<file path="src/rtl/can_pkg.sv">
// Shared CAN constants and the transmit state type, used by both TX and RX paths.
package can_pkg;
  localparam int unsigned CAN_FRAME_W   = 69;
  localparam int unsigned CAN_CRC_W     = 15;
  localparam logic [14:0] CAN_CRC_POLY  = 15'h4599;
  localparam int unsigned CAN_STUFF_RUN = 5;
  localparam int unsigned CAN_EOF_LEN   = 7;

  typedef enum logic [2:0] {
    TX_IDLE,
    TX_FRAME,
    TX_CRC,
    TX_CRC_DLM,
    TX_ACK_SLOT,
    TX_ACK_DLM,
    TX_EOF
  } tx_state_t;
endpackage

</file>
<file path="src/rtl/can_crc15.sv">
// Bit-serial CAN CRC-15 accumulator; one data bit folded in per enabled cycle.
module can_crc15
  import can_pkg::*;
(
  input  logic                 clk,
  input  logic                 rst,
  input  logic                 clear,
  input  logic                 en,
  input  logic                 din,
  output logic [CAN_CRC_W-1:0] crc
);
  logic [CAN_CRC_W-1:0] r_crc;

  always_ff @(posedge clk) begin
    if (rst || clear) begin
      r_crc <= '0;
    end else if (en) begin
      r_crc <= {r_crc[CAN_CRC_W-2:0], 1'b0} ^ ((din ^ r_crc[CAN_CRC_W-1]) ? CAN_CRC_POLY : '0);
    end
  end

  assign crc = r_crc;
endmodule

</file>
<file path="src/rtl/can_tx_serializer.sv">
// CAN transmit bit engine: stuffs and serializes frame + CRC-15, then delimiters,
// ACK slot check and EOF, one bus bit per bit_tick.
module can_tx_serializer
  import can_pkg::*;
#(
  parameter int unsigned FRAME_W   = CAN_FRAME_W,
  parameter int unsigned STUFF_RUN = CAN_STUFF_RUN,
  parameter int unsigned EOF_LEN   = CAN_EOF_LEN
)(
  input  logic               clk,
  input  logic               rst,
  input  logic               bit_tick,
  input  logic               tx_enable,
  input  logic [FRAME_W-1:0] frame_data,
  input  logic               rxd,
  output logic               txd,
  output logic               tx_busy,
  output logic               tx_done,
  output logic               ack_error
);
  localparam logic [6:0] LP_LAST_DATA = 7'(FRAME_W - 1);
  localparam logic [6:0] LP_LAST_CRC  = 7'(CAN_CRC_W - 1);
  localparam logic [6:0] LP_CRC_DONE  = 7'(CAN_CRC_W);
  localparam logic [6:0] LP_LAST_EOF  = 7'(EOF_LEN - 1);
  localparam logic [2:0] LP_RUN       = 3'(STUFF_RUN);

  tx_state_t            r_state, w_state;
  logic [FRAME_W-1:0]   r_shift, w_shift;
  logic [6:0]           r_bit_cnt, w_bit_cnt;
  logic [2:0]           r_run_cnt, w_run_cnt;
  logic                 r_last, w_last;
  logic                 r_txd, w_txd;
  logic                 r_done, w_done;
  logic                 r_ack_err, w_ack_err;
  logic                 w_crc_clear, w_crc_en, w_bit;
  logic [3:0]           w_crc_idx;
  logic [CAN_CRC_W-1:0] w_crc;

  can_crc15 u_crc (
    .clk   (clk),
    .rst   (rst),
    .clear (w_crc_clear),
    .en    (w_crc_en),
    .din   (r_shift[FRAME_W-1]),
    .crc   (w_crc)
  );

  assign w_crc_idx = 4'd14 - r_bit_cnt[3:0];

  always_comb begin
    w_state     = r_state;
    w_shift     = r_shift;
    w_bit_cnt   = r_bit_cnt;
    w_run_cnt   = r_run_cnt;
    w_last      = r_last;
    w_txd       = r_txd;
    w_done      = 1'b0;
    w_ack_err   = 1'b0;
    w_crc_clear = 1'b0;
    w_crc_en    = 1'b0;
    w_bit       = 1'b1;
    if (r_state == TX_IDLE) begin
      w_txd = 1'b1;
      if (tx_enable) begin
        w_shift     = frame_data;
        w_crc_clear = 1'b1;
        w_run_cnt   = '0;
        w_bit_cnt   = '0;
        w_state     = TX_FRAME;
      end
    end else if (!tx_enable) begin
      w_state = TX_IDLE;
      w_txd   = 1'b1;
    end else if (bit_tick) begin
      unique case (r_state)
        TX_FRAME, TX_CRC: begin
          if (r_run_cnt == LP_RUN) begin
            w_txd     = ~r_last;
            w_last    = ~r_last;
            w_run_cnt = 3'd1;
            if (r_state == TX_CRC && r_bit_cnt == LP_CRC_DONE) begin
              w_state   = TX_CRC_DLM;
              w_bit_cnt = '0;
            end
          end else begin
            w_bit     = (r_state == TX_FRAME) ? r_shift[FRAME_W-1] : w_crc[w_crc_idx];
            w_txd     = w_bit;
            w_last    = w_bit;
            w_run_cnt = (w_bit == r_last && r_run_cnt != '0) ? r_run_cnt + 3'd1 : 3'd1;
            w_bit_cnt = r_bit_cnt + 7'd1;
            if (r_state == TX_FRAME) begin
              w_shift  = {r_shift[FRAME_W-2:0], 1'b0};
              w_crc_en = 1'b1;
              if (r_bit_cnt == LP_LAST_DATA) begin
                w_state   = TX_CRC;
                w_bit_cnt = '0;
              end
            end else if (r_bit_cnt == LP_LAST_CRC && w_run_cnt != LP_RUN) begin
              w_state   = TX_CRC_DLM;
              w_bit_cnt = '0;
            end
            // a trailing run after the last CRC bit parks at bit_cnt==15 for one stuff bit
          end
        end
        TX_CRC_DLM: begin
          w_txd   = 1'b1;
          w_state = TX_ACK_SLOT;
        end
        TX_ACK_SLOT: begin
          w_txd     = 1'b1;
          w_ack_err = rxd;
          w_state   = TX_ACK_DLM;
        end
        TX_ACK_DLM: begin
          w_txd     = 1'b1;
          w_bit_cnt = '0;
          w_state   = TX_EOF;
        end
        TX_EOF: begin
          w_txd     = 1'b1;
          w_bit_cnt = r_bit_cnt + 7'd1;
          if (r_bit_cnt == LP_LAST_EOF) begin
            w_bit_cnt = '0;
            w_done    = 1'b1;
            w_state   = TX_IDLE;
          end
        end
        default: w_state = TX_IDLE;
      endcase
    end
  end

  always_ff @(posedge clk) begin
    if (rst) begin
      r_state   <= TX_IDLE;
      r_shift   <= '0;
      r_bit_cnt <= '0;
      r_run_cnt <= '0;
      r_last    <= 1'b1;
      r_txd     <= 1'b1;
      r_done    <= 1'b0;
      r_ack_err <= 1'b0;
    end else begin
      r_state   <= w_state;
      r_shift   <= w_shift;
      r_bit_cnt <= w_bit_cnt;
      r_run_cnt <= w_run_cnt;
      r_last    <= w_last;
      r_txd     <= w_txd;
      r_done    <= w_done;
      r_ack_err <= w_ack_err;
    end
  end

  assign txd       = r_txd;
  assign tx_busy   = (r_state != TX_IDLE);
  assign tx_done   = r_done;
  assign ack_error = r_ack_err;
endmodule
</file>
<file path="config.mk">
export PLATFORM = sky130hd
export DESIGN_NAME = can_tx_serializer
export DESIGN_NICKNAME = d
export VERILOG_FILES = /design/src/rtl/can_pkg.sv /design/src/rtl/can_crc15.sv /design/src/rtl/can_tx_serializer.sv
export SDC_FILE = /design/constraint.sdc
export NUM_CORES = 1
export LEC_CHECK = 0
export CORE_ASPECT_RATIO = 0.9
export CORE_MARGIN = 8
export CORE_UTILIZATION = 45
export DETAILED_ROUTE_END_ITERATION = 10
export GPL_TIMING_DRIVEN = 0
export HOLD_SLACK_MARGIN = 0.06
export PLACE_DENSITY = 0.69
export SYNTH_ARGS = -nofsm -noshare
export SYNTH_HDL_FRONTEND = slang
export SYNTH_SLANG_ARGS = --single-unit
</file>
<file path="constraint.sdc">
create_clock -name clk -period 3.69 [get_ports clk]
set_clock_uncertainty 0.2 [all_clocks]
set_input_delay 0.738 -clock clk [delete_from_list [all_inputs] [get_ports clk]]
set_output_delay 0.738 -clock clk [all_outputs]
set_load 0.02 [all_outputs]
</file>
; Word-level counts from Yosys, hierarchy flattened
; Index checks and enable logic that the tools add are counted.
[word_totals]
ff_bits = 101
elab_cells = 116
inputBits = 74
[op_classes]
n_reduce_logical = 23
n_eq_ne = 21
muxes = 51
addsub = 3
bitwise_logic = 8
magnitude_cmp = 1
[op_table]
columns = cell, count
row1 = $mux 69, 7
row2 = $mux 7, 10
row3 = $mux 3, 17
row4 = $pmux 7 s3, 1
row5 = $mux 15, 1
row6 = $pmux 3 s5, 1
row7 = $xor 15x15->15, 1
row8 = $eq 7x4->1 const B, 2
row9 = $eq 3x3->1 const B, 4
row10 = $mux 1, 12
row11 = $ne 6x6->1 const B, 2
row12 = $reduce_or 5->1, 2
row13 = $ne 4x4->1 const B, 2
row14 = $reduce_and 4->1, 2
row15 = $reduce_bool 2->1, 4
row16 = $add 7x1->7 const B, 1
row17 = $eq 7x3->1 const B, 1
row18 = $eq 7x7->1 const B, 1
row19 = $eq 3x2->1 const B, 2
row20 = $not 1->1, 6
row21 = $reduce_and 6->1, 1
row22 = $reduce_bool 3->1, 2
row23 = $lt 4x5->1 const B, 1
row24 = $ne 5x5->1 const B, 1
row25 = other kinds (20), 23

; Longest topological paths before layout
[logic_depth]
word_depth = 16
mapped_depth = 10

; Hierarchy
; From an unflattened synthesis, not the netlist that was laid out.
[unflattened]
hier_cells = 584
area_unflattened_um2 = 5190.0
[modules_own_cells]
columns = module, n_inst, area_each_um2, cells_per_inst, seq_area_each_um2
row1 = can_tx_serializer, 1, 4540.6, 517, 1721.7
row2 = can_crc15, 1, 649.4, 67, 300.3

; Worst setup path before layout
; OpenSTA, ideal clock, no wires.
[synth_timing]
path_type = register to register
from = register r_bit_cnt[0]
to = register r_bit_cnt[0]
required_time_ns = 3.369
path_slack_ns = 1.081
arrival_ns = 2.289
synth_period_minus_slack_ns = 2.609
stages_incl_launch_ff = 10
path_cell_list = dfxtp_1 > buf_6 > inv_1 > ha_1 > mux4_2 > mux2i_1 > mux2i_1 > o31ai_2 > a21oi_1 > mux2_2
[synth_between]
elab_chain_len = 16
elab_cells_between_ends = 26
[synth_rtl]
columns = element, line_no
row1 = from (decl), can_tx_serializer.sv:29  ; logic [6:0] r_bit_cnt, w_bit_cnt;
row2 = from (signal assigned), can_tx_serializer.sv:146  ; r_bit_cnt <= w_bit_cnt;
row3 = $sub 4x4->4, can_tx_serializer.sv:48  ; assign w_crc_idx = 4'd14 - r_bit_cnt[3:0];
row4 = $bmux 1 s4, can_tx_serializer.sv:86  ; w_bit = (r_state == TX_FRAME) ? r_shift[FRAME_W-1] : w_crc[w_crc_idx];
row5 = $mux 1 (implied by the code), can_tx_serializer.sv:86
row6 = $mux 1, can_tx_serializer.sv:86
row7 = $eq 1x1->1, can_tx_serializer.sv:89  ; w_run_cnt = (w_bit == r_last && r_run_cnt != '0) ? r_run_cnt + 3'd1 : 3'd1;
row8 = $logic_and 1x1->1, can_tx_serializer.sv:89
row9 = $mux 3, can_tx_serializer.sv:89
row10 = $ne 3x3->1, can_tx_serializer.sv:98  ; end else if (r_bit_cnt == LP_LAST_CRC && w_run_cnt != LP_RUN) begin
row11 = $logic_and 1x1->1, can_tx_serializer.sv:98
row12 = $mux 7, can_tx_serializer.sv:98
row13 = $mux 7, can_tx_serializer.sv:91  ; if (r_state == TX_FRAME) begin
row14 = $mux 7, can_tx_serializer.sv:77  ; if (r_run_cnt == LP_RUN) begin
row15 = $pmux 7 s3, can_tx_serializer.sv:75  ; unique case (r_state)
row16 = $mux 7, can_tx_serializer.sv:74  ; end else if (bit_tick) begin
row17 = $mux 7, can_tx_serializer.sv:71  ; end else if (!tx_enable) begin
row18 = $mux 7, can_tx_serializer.sv:62  ; if (r_state == TX_IDLE) begin
; Several ways; a longest one is shown, not always the timed one. The select of a mux whose other input is x is not followed.
; A chain may end at the register's enable or synchronous reset.

; Final worst setup path
[layout_timing]
from = register r_state[0]
to = output tx_busy
[layout_between]
elab_chain_len = 1
[layout_rtl]
columns = element, line_no
row1 = from (decl), can_tx_serializer.sv:27  ; tx_state_t r_state, w_state;
row2 = from (signal assigned), can_tx_serializer.sv:144  ; r_state <= w_state;
row3 = $reduce_bool 3->1, can_tx_serializer.sv:156  ; assign tx_busy = (r_state != TX_IDLE);
row4 = to (decl), can_tx_serializer.sv:17  ; output logic tx_busy,
; Every way passes these cells.

==> metrics.yaml <==
outcome:
  status: "finished, final reports clean"
placement:
  dp_hpwl_um: 9270
  port_buffers: 75
  gp_congestion: 0.866
  place_area_mm2: 0.00596
  place_inst: 786
detailed_routing:
  vias: 4393
  dr.pass1.iters: 5
  vias_per_cell: 5.48
  drt_wl_total_um: 12600
  drtIter0Drc: 392
  post-route-drc-count: 0
  drtAntennaViolNets: 0
  wl_per_cell_um: 15.7
floorplan:
  dieArea_mm2: 0.0148
  start_util_pct: 46.3
  fp.coreArea_mm2: 0.0109
  rows: 36
  die-height_um: 116
  chipWidth_um: 127
  io_pins: 78
worst_setup_path:
  worstSetupPathType: "reg -> out"
  cpPeakStageDelay_ps: 570
  path_cells: "clkbuf_1, nor3_1, buf_2, buf_1, inv_1, clkdlybuf4s50_1"
  cpMaxStageDelayCell: "clkdlybuf4s50_1"
  end_kind: "output pin"
  path_max_fanout: 10
  r2r_setup_slack_ps: 660
  arrival_ps: 2600
  critPathLaunchType: "register"
  required_ps: 2750
finish:
  n_antenna_cell: 0
  fillers: 958
  drive_above_1_share_pct: 4.00
  final_nets: 725
  mostFrequentLayoutCell: "dfxtp_1"
  final_cells: 802
  stdcell_area_mm2: 0.00626
  final_cell_mix: "dfxtp_1 (101), nor2_1 (99), mux2i_1 (82), clkdlybuf4s50_1 (75), a211oi_1 (73)"
  fin_util_pct: 57.7
  synthToLayoutAreaGrowth_pct: 24.6
clock_tree:
  holdBufCountCts: 0
  cts_tree: "yes"
  clock_latency_ps: 340
  cts.sinks: 101
  clockBufferDepth: 2
  root_buffer: "clkbuf_16"
  ctsResizeCount: 0
  cts_made_buffers: 9
  cts_setup_buffers: 0
  cts-htree-levels: 3
  cts.clk_slew.worst_paths_ps: 70
synthesis:
  async_flop_share_pct: 0
  synth_top_cell_by_area: "dfxtp_1"
  synth_cells: 559
  syn-num-nets: 639
  synth_edf_count: 0
  synthTopCellsByArea: "dfxtp_1 (40%), mux2i_1 (16%), a211oi_1 (11%)"
  synth_ff_type: "dfxtp_1"
  synth_warnings: 0
  synth-seq-cells: 101
  synthesis.area_mm2: 0.00502
  yosysTopAreaCellShare_pct: 40.2
  synth_cell_types: 55
  yosysSeqAreaShare_pct: 40.2
  postSynthAreaPerCell_um2: 8.99
global_route:
  grt_use_met3_pct: 4.29
  grt_pass1_vias: 4267
  grt_busiest_layer: "met2"
  grt_max_degree: 19
  antenna_found_initial: 0
  grt_use_met1_pct: 21.8
  grt_overflow: 0
  use_met2_pct: 26.9
  grt_pass1_wl_um: 20500
  grt_usage_pct: 16.9
sta:
  hold_viol: 0
  worstMarginPinSlew_ps: 738
  period_share_pct: 95.8
  fin_crit_ps: 3540
  slew_viol_final: 0
  relSlewSlack_pct: 50.8
  rsz0062_at_grt: "false"
  hold_ws_ps: 298
  fmax_mhz: 283
  fin_setup_tns_ps: 0
  setup_viol: 0
power:
  p_leak_nw: 2.54
  powerDensity_mw_per_mm2: 419
  irDropWorstVdd_mv: 0.232
job:
  maxCapViolCount: 0
hold_path:
  min_path_type: "reg -> reg"
[flip-flops by register name, indices dropped and copies added, names as in the netlist]
register   count
ack_error      1
r_bit_cnt      7
r_last         1
r_run_cnt      3
r_shift       69
r_state        3
tx_done        1
txd            1
u_crc.crc     15
[cells in the mapped netlist, drive strengths merged, types with 4 or more instances]
master and instances:
dfxtp 101, nor2 99, mux2i 83, a211oi 73
clkbuf 34, nand2 24, a21oi 15, nand3 14
o21ai 13, inv 11, buf 7, xnor2 7
ha 6, nor2b 5, nor3 5, a21o 4
and3 4, or3 4
[cells by family after synthesis]
family	after synthesis	share of synthesized area, %
adders and majority gates	6	1.49
DFF	101	40.2
buffers and inverters	52	4.06
muxes	87	18.5
xor gates and xnor gates	10	1.89
AOI/OAI and AO/OA	130	18.5
and+or+nand+nor	173	15.3
[worst max-delay path: cells and delay by family (launching register included)]
kind,cells,cell delay [ps]
simple gates,1,200
flops,1,310
buf+inv,5,1740
[worst paths after layout]
path                                     to         from  cells after the start
worst max-delay path                tx_busy   r_state[0]                      6
worst min-delay path            r_shift[53]  r_shift[53]                      2
worst max register to register  r_shift[13]   r_state[0]                      8
worst min register to register  r_shift[53]  r_shift[53]                      2
[layout make-up]
class | instances | area (µm²) | share of cell area [%]
clock inverters | 6 | 55.1 | 0.880
well taps | 152 | 190 | 3.04
clock buffers | 10 | 239 | 3.82
flip-flops and latches | 101 | 2020 | 32.3
multi-input cells | 406 | 2800 | 44.7
repair buffers | 75 | 751 | 12.0
inverters | 11 | 41.3 | 0.660
plain buffers | 41 | 163 | 2.60
[stage by stage]
| step | total power [mW] | setup slack [ps] |
|---|---|---|
| 2_1_floorplan | 1.55 | 1080 |
| 3_3_place_gp | 1.70 | 499 |
| 3_5_place_dp | 1.72 | 526 |
| 4_1_cts | 2.64 | 132 |
| 5_1_grt | 2.76 | 3.18 |
| 6_report | 2.63 | 155 |
[routing by layer]
metal | vias up | part of all wire (%)
li1 | 2205 | -
met1 | 2067 | 47
met2 | 102 | 46
met3 | 19 | 5.2
met4 | 0 | 1.7
met5 | - | 0
[power breakdown]
| part | internal, mW | switching (mW) | leakage, nW |
|---|---|---|---|
| Clock | 0.487 | 0.441 | 0.142 |
| Sequential | 1.17 | 0.0421 | 0.830 |
| Combinational | 0.231 | 0.255 | 1.57 |
| Total | 1.89 | 0.737 | 2.54 |
Note: power is estimated with default switching activity, not from simulation.
